[src/rtl/debounce_pkg.sv]
// Shared types and constants for the keypad debounce controller.
package debounce_pkg;

    localparam int unsigned SYNC_STAGES = 2;

    typedef enum logic {
        ST_STABLE = 1'b0,
        ST_WAIT   = 1'b1
    } state_t;

endpackage

[src/rtl/key_debounce.sv]
// One key: two-flop synchronizer, stable/settle FSM and settle down-counter.
// Emits the debounced level plus one-cycle press/release strobes.
module key_debounce
    import debounce_pkg::*;
#(
    parameter int unsigned CNT_W = 16
) (
    input  logic clk,
    input  logic rst_n,
    input  logic raw,
    output logic level,
    output logic press,
    // 'release' is a reserved word, hence the short name.
    output logic rel
);

    localparam logic [CNT_W-1:0] CntMax = '1;
    localparam logic [CNT_W-1:0] CntOne = CNT_W'(1);

    logic [SYNC_STAGES-1:0] sync_q;
    logic                   s;

    state_t           state_q, state_d;
    logic [CNT_W-1:0] cnt_q, cnt_d;
    logic             level_q, level_d;
    logic             press_q, press_d;
    logic             rel_q, rel_d;

    always_ff @(posedge clk or negedge rst_n) begin
        if (!rst_n) begin
            sync_q <= '0;
        end else begin
            sync_q <= {sync_q[SYNC_STAGES-2:0], raw};
        end
    end

    assign s = sync_q[SYNC_STAGES-1];

    // State register.
    always_ff @(posedge clk or negedge rst_n) begin
        if (!rst_n) begin
            state_q <= ST_STABLE;
        end else begin
            state_q <= state_d;
        end
    end

    // Next-state logic.
    always_comb begin
        state_d = state_q;
        unique case (state_q)
            ST_STABLE: begin
                if (s != level_q) begin
                    state_d = ST_WAIT;
                end
            end
            ST_WAIT: begin
                if (s == level_q || cnt_q == '0) begin
                    state_d = ST_STABLE;
                end
            end
        endcase
    end

    // Counter, level and strobe next values; counter only moves while settling and never wraps.
    always_comb begin
        cnt_d   = cnt_q;
        level_d = level_q;
        press_d = 1'b0;
        rel_d   = 1'b0;
        unique case (state_q)
            ST_STABLE: begin
                cnt_d = CntMax;
            end
            ST_WAIT: begin
                if (s == level_q) begin
                    cnt_d = CntMax;
                end else if (cnt_q == '0) begin
                    level_d = s;
                    press_d = s;
                    rel_d   = ~s;
                    cnt_d   = CntMax;
                end else begin
                    cnt_d = cnt_q - CntOne;
                end
            end
        endcase
    end

    always_ff @(posedge clk or negedge rst_n) begin
        if (!rst_n) begin
            cnt_q   <= CntMax;
            level_q <= 1'b0;
            press_q <= 1'b0;
            rel_q   <= 1'b0;
        end else begin
            cnt_q   <= cnt_d;
            level_q <= level_d;
            press_q <= press_d;
            rel_q   <= rel_d;
        end
    end

    // Output process.
    always_comb begin
        level = level_q;
        press = press_q;
        rel   = rel_q;
    end

endmodule

[src/rtl/keypad_debounce.sv]
// Multi-key debounce controller: per-key debouncers feeding a lowest-index
// priority stage that drives note index and note-on/note-off strobes.
module keypad_debounce
    import debounce_pkg::*;
#(
    parameter  int unsigned N_KEYS = 8,
    parameter  int unsigned CNT_W  = 16,
    localparam int unsigned IDX_W  = $clog2(N_KEYS)
) (
    input  logic              clk,
    input  logic              rst_n,
    input  logic [N_KEYS-1:0] key_raw,
    output logic [N_KEYS-1:0] key_level,
    output logic [N_KEYS-1:0] key_press,
    output logic [N_KEYS-1:0] key_release,
    output logic              note_valid,
    output logic [IDX_W-1:0]  note_idx,
    output logic              note_on,
    output logic              note_off
);

    if (N_KEYS < 2 || N_KEYS > 16) begin : g_bad_n_keys
        $error("keypad_debounce: N_KEYS must be in 2..16");
    end

    for (genvar i = 0; i < N_KEYS; i++) begin : g_key
        key_debounce #(
            .CNT_W(CNT_W)
        ) u_key_debounce (
            .clk  (clk),
            .rst_n(rst_n),
            .raw  (key_raw[i]),
            .level(key_level[i]),
            .press(key_press[i]),
            .rel  (key_release[i])
        );
    end

    logic             valid_c;
    logic [IDX_W-1:0] idx_c;
    logic             valid_q;
    logic [IDX_W-1:0] idx_q;
    logic             on_q, on_d;
    logic             off_q, off_d;

    // Scan from the top so the lowest set bit wins; index stays 0 when nothing is held.
    always_comb begin
        idx_c = '0;
        for (int i = N_KEYS - 1; i >= 0; i--) begin
            if (key_level[i]) begin
                idx_c = IDX_W'(i);
            end
        end
    end

    assign valid_c = |key_level;

    always_comb begin
        on_d  = valid_c & (~valid_q | (idx_c != idx_q));
        off_d = valid_q & ~valid_c;
    end

    always_ff @(posedge clk or negedge rst_n) begin
        if (!rst_n) begin
            valid_q <= 1'b0;
            idx_q   <= '0;
            on_q    <= 1'b0;
            off_q   <= 1'b0;
        end else begin
            valid_q <= valid_c;
            idx_q   <= idx_c;
            on_q    <= on_d;
            off_q   <= off_d;
        end
    end

    assign note_valid = valid_q;
    assign note_idx   = idx_q;
    assign note_on    = on_q;
    assign note_off   = off_q;

endmodule

[config.mk]
export PLATFORM = sky130hd
export DESIGN_NAME = keypad_debounce
export DESIGN_NICKNAME = d
export VERILOG_FILES = /design/src/rtl/debounce_pkg.sv /design/src/rtl/key_debounce.sv /design/src/rtl/keypad_debounce.sv
export SDC_FILE = /design/constraint.sdc
export NUM_CORES = 1
export LEC_CHECK = 0
export ABC_CLOCK_PERIOD_IN_PS = 3300
export CORE_MARGIN = 2
export CORE_UTILIZATION = 61
export DETAILED_ROUTE_END_ITERATION = 8
export GPL_TIMING_DRIVEN = 0
export PLACE_DENSITY_LB_ADDON = 0.05
export SLEW_MARGIN = 0
export SYNTH_ARGS = -nofsm -noshare
export SYNTH_HDL_FRONTEND = slang
export SYNTH_HIERARCHICAL = 1
export SYNTH_SLANG_ARGS = --single-unit
[constraint.sdc]
create_clock -name clk -period 3.3 [get_ports clk]
set_input_delay 0.495 -clock clk [delete_from_list [all_inputs] [get_ports clk]]
set_output_delay 0.495 -clock clk [all_outputs]
set_load 0.005 [all_outputs]
==> results.py <==
metrics = {
    "outcome": {
        "outcome": "complete, no violations",
    },
    "yosys": {
        "syn-cell-area_sq_mm": 0.00839,
        "postSynth.asyncResetShare_pct": 100,
        "yosysUniqueCellTypes": 36,
        "yosysWarnings": 6,
        "syn_inst": 738,
        "syn_nets": 764,
        "synth_seq_cells": 182,
        "yosys_most_used_dff": "dfstp_2",
        "synthAdderAreaFrac_pct": 2.39,
        "synth_edf_count": 0,
        "synthSimpleGateAreaFrac_pct": 25.6,
        "synthMuxAreaShare_pct": 1.43,
        "synth_top_family_by_area": "simple AND/OR/NAND/NOR gates",
        "syn_area_per_cell_sq_um": 11.4,
        "synth_compound_area_share_pct": 2.80,
        "synth-seq-area-share_pct": 56.2,
        "synth-xor-area-share_pct": 10.3,
    },
    "cts": {
        "hold_buffers": 0,
        "path_clk_slew_ns": 0.07,
        "post_cts_resized": 0,
        "clkLatencyLatePin_ns": 0.43,
        "cts_max_path_buffers": 2,
        "cts_inserted_buffers": 17,
        "htreeDepth": 4,
        "postCtsSetupRepairBufs": 0,
        "clock-sinks": 182,
        "clock-root-buffer": "clkbuf_16",
        "tritoncts": "done",
    },
    "placement": {
        "gp_congestion": 0.818,
        "dp_hpwl_microns": 10200,
        "port_buffers": 39,
        "placed_area_sq_mm": 0.00903,
    },
    "worst_setup_path": {
        "end_kind": "output pin",
        "cp_cell_sequence": "clkdlybuf4s50_1",
        "path_class": "reg -> out",
        "startpoint_type": "register",
        "startpoint": "g_key[0].u_key_debounce/level$_DFFE_PN0P_",
        "critPathTopFamily": "flip-flops",
        "slowest_stage": "dfrtp_1",
        "cpPeakStageDelay_ns": 0.60,
        "worstPathRequired_ns": 2.80,
        "crit_fanout": 8,
        "cp.arrival_ns": 1.61,
        "crit_buf_inv": 1,
        "worstReg2RegStart": "g_key[2].u_key_debounce/cnt_q[0]$_DFF_PN1_",
    },
    "power_and_ir_drop": {
        "combPwrFrac_pct": 2.7,
        "peakVddDrop_v": 0.000430,
        "switchingPower_uw": 959,
        "internal-power_uw": 3390,
        "p_seq_share_pct": 52.7,
        "p_leak_uw": 0.00360,
        "powerDensity_mw_per_mm2": 453,
        "pwr-share-clk_pct": 44.6,
        "swShare_pct": 22.0,
    },
    "sta": {
        "maxSlewViolCount": 0,
        "setup_viol": 0,
        "period_minus_slack_ns": 2.11,
        "clock.fmax_mhz": 474,
        "fin_crit_sh_pct": 63.9,
        "max_slew_margin_pct": 41.2,
        "rsz0062_at_grt": "no",
        "finClkSkew_ns": 0.00824,
        "worst_pin_slew_ns": 0.881,
        "hold_violations": 0,
        "hold_slack_ns": 0.0359,
    },
    "drt": {
        "drc": 0,
        "dr.pass1.iters": 4,
        "drtIter0Drc": 270,
        "drtAntennaViolNets": 0,
        "routed_wl_microns": 15100,
        "viasPerCell": 5.63,
        "route.vias.total": 5547,
        "routedWlPerCell_microns": 15.3,
    },
    "layout": {
        "final_common_cell": "nand2_1",
        "syn_to_final_growth_pct": 14.5,
        "final_nets": 823,
        "drive_gt1_share_pct": 25.2,
        "final-seq-area_sq_mm": 0.00471,
        "diodes": 0,
        "fin_area_sq_mm": 0.00961,
        "multi_input_area_sq_mm": 0.00357,
        "mostFrequentLayoutCells": "nand2_1, dfstp_2, xor2_1",
        "fin_util_pct": 72.0,
        "nFillCells": 960,
    },
    "job": {
        "drv_cap": 0,
    },
    "floorplan": {
        "chipWidth_microns": 121,
        "initial_core_util_pct": 62.9,
        "core-area_sq_mm": 0.0133,
        "dieArea_sq_mm": 0.0147,
        "die_h_microns": 121,
        "io_pins": 40,
        "num_rows": 42,
    },
    "grt": {
        "antenna_found_initial": 0,
        "groute.usage.overall_pct": 22.7,
        "gr-total-overflow": 0,
        "grt_pass1_wl_microns": 26400,
        "grt_max_degree": 105,
        "grt_pass1_vias": 5707,
    },
    "min_path": {
        "hold_class": "in -> async",
    },
}
[path summary, 6_finish.rpt]
| kind | end | slack (ns) | cells past startpoint |
|---|---|---|---|
| min reg2reg | g_key[4].u_key_debounce/sync_q[1]$_DFF_PN0_ | 0.35 | 0 |
| max in group asynchronous | g_key[0].u_key_debounce/cnt_q[7]$_DFF_PN1_ | 2.40 | 2 |
| max reg2reg | g_key[2].u_key_debounce/cnt_q[2]$_DFF_PN1_ | 1.29 | 7 |
| max | key_level[0] | 1.19 | 1 |
| min in group clk | g_key[4].u_key_debounce/sync_q[1]$_DFF_PN0_ | 0.35 | 0 |
| min | g_key[2].u_key_debounce/sync_q[0]$_DFF_PN0_ | 0.04 | 1 |
[kinds of logic after synthesis]
group,Yosys count
and+or+nand+nor,377
adders and majority gates,16
buffers and inverters,26
DFF,182
xor gates and xnor gates,99
muxes,8
AOI/OAI and AO/OA,30
[power groups by stage]
| stage | clock network [uW] | registers [uW] | logic (uW) |
|---|---|---|---|
| finish | 1940 | 2290 | 117 |
| floorplan | 0 | 2320 | 47.6 |
| detailed placement | 0 | 2330 | 121 |
| global route | 2090 | 2300 | 136 |
| CTS | 1990 | 2290 | 122 |
| global placement | 0 | 2330 | 111 |
[per-layer routing]
metal,global-route usage (%),vias to the layer above,part of all wire (%)
met1,30.0,2767,46
met2,36.7,72,50
li1,-,2687,-
met3,5.59,21,2.7
met4,7.83,0,1.3
met5,0,-,0
[worst register-to-register path, stage by stage, from the launching register on]
cell	delay, ns
dfstp_2	0.56
inv_1	0.07
ha_1	0.19
nor4b_1	0.14
and4_1	0.22
nor2_1	0.34
buf_2	0.31
nand2_1	0.10
[Yosys cell counts, types with 8 or more instances]
cell type | number | share of area (%)
nor4_2 | 8 | 1.2
buf_2 | 8 | 0.48
mux2_4 | 8 | 1.4
nand2_1 | 129 | 5.8
nor3b_1 | 24 | 2.1
nand4_1 | 8 | 0.60
nand3_1 | 48 | 2.9
nand2_2 | 8 | 0.60
nor4b_1 | 8 | 0.84
nor3_1 | 16 | 0.95
ha_1 | 16 | 2.4
and2_1 | 9 | 0.67
and4_1 | 8 | 0.84
inv_1 | 18 | 0.81
or4_1 | 16 | 1.4
nand4b_1 | 16 | 1.7
o41ai_1 | 8 | 0.84
nand2b_1 | 8 | 0.60
o21ai_0 | 8 | 0.48
nor2_1 | 44 | 2.0
xnor2_1 | 43 | 4.5
o31ai_1 | 8 | 0.72
dfstp_2 | 128 | 40
xor2_1 | 56 | 5.8
dfrtp_1 | 54 | 16
or3_1 | 8 | 0.60
nor4_4 | 8 | 2.0
nor4_1 | 9 | 0.67
[final cells by class]
class | count | area share, %
Clock buffer | 19 | 4.71
Multi-Input combinational cell | 530 | 37.1
Buffer | 8 | 0.417
Inverter | 18 | 0.703
Sequential cell | 182 | 49.1
Clock inverter | 13 | 1.26
Tap cell | 176 | 2.29
Timing Repair Buffer | 40 | 4.40
[registers in the layout, summed over array words and instances (netlist names)]
signal / cells
g_key.u_key_debounce/cnt_q: 128
g_key.u_key_debounce/level: 8
g_key.u_key_debounce/press: 8
g_key.u_key_debounce/rel: 8
g_key.u_key_debounce/state_q: 8
g_key.u_key_debounce/sync_q: 16
note_idx: 3
note_off: 1
note_on: 1
note_valid: 1
[metrics by stage]
step	worst slack [ns]	power, uW	setup TNS, ns	std cells
after floorplan	1.61	2370	0	738
after global placement	-5.19	2440	-666.31	953
after detailed placement	1.30	2450	0	954
after CTS	1.17	4410	0	986
after global routing	1.14	4520	0	986
final	1.19	4350	0	986
Note: power is estimated with default switching activity, not from simulation.
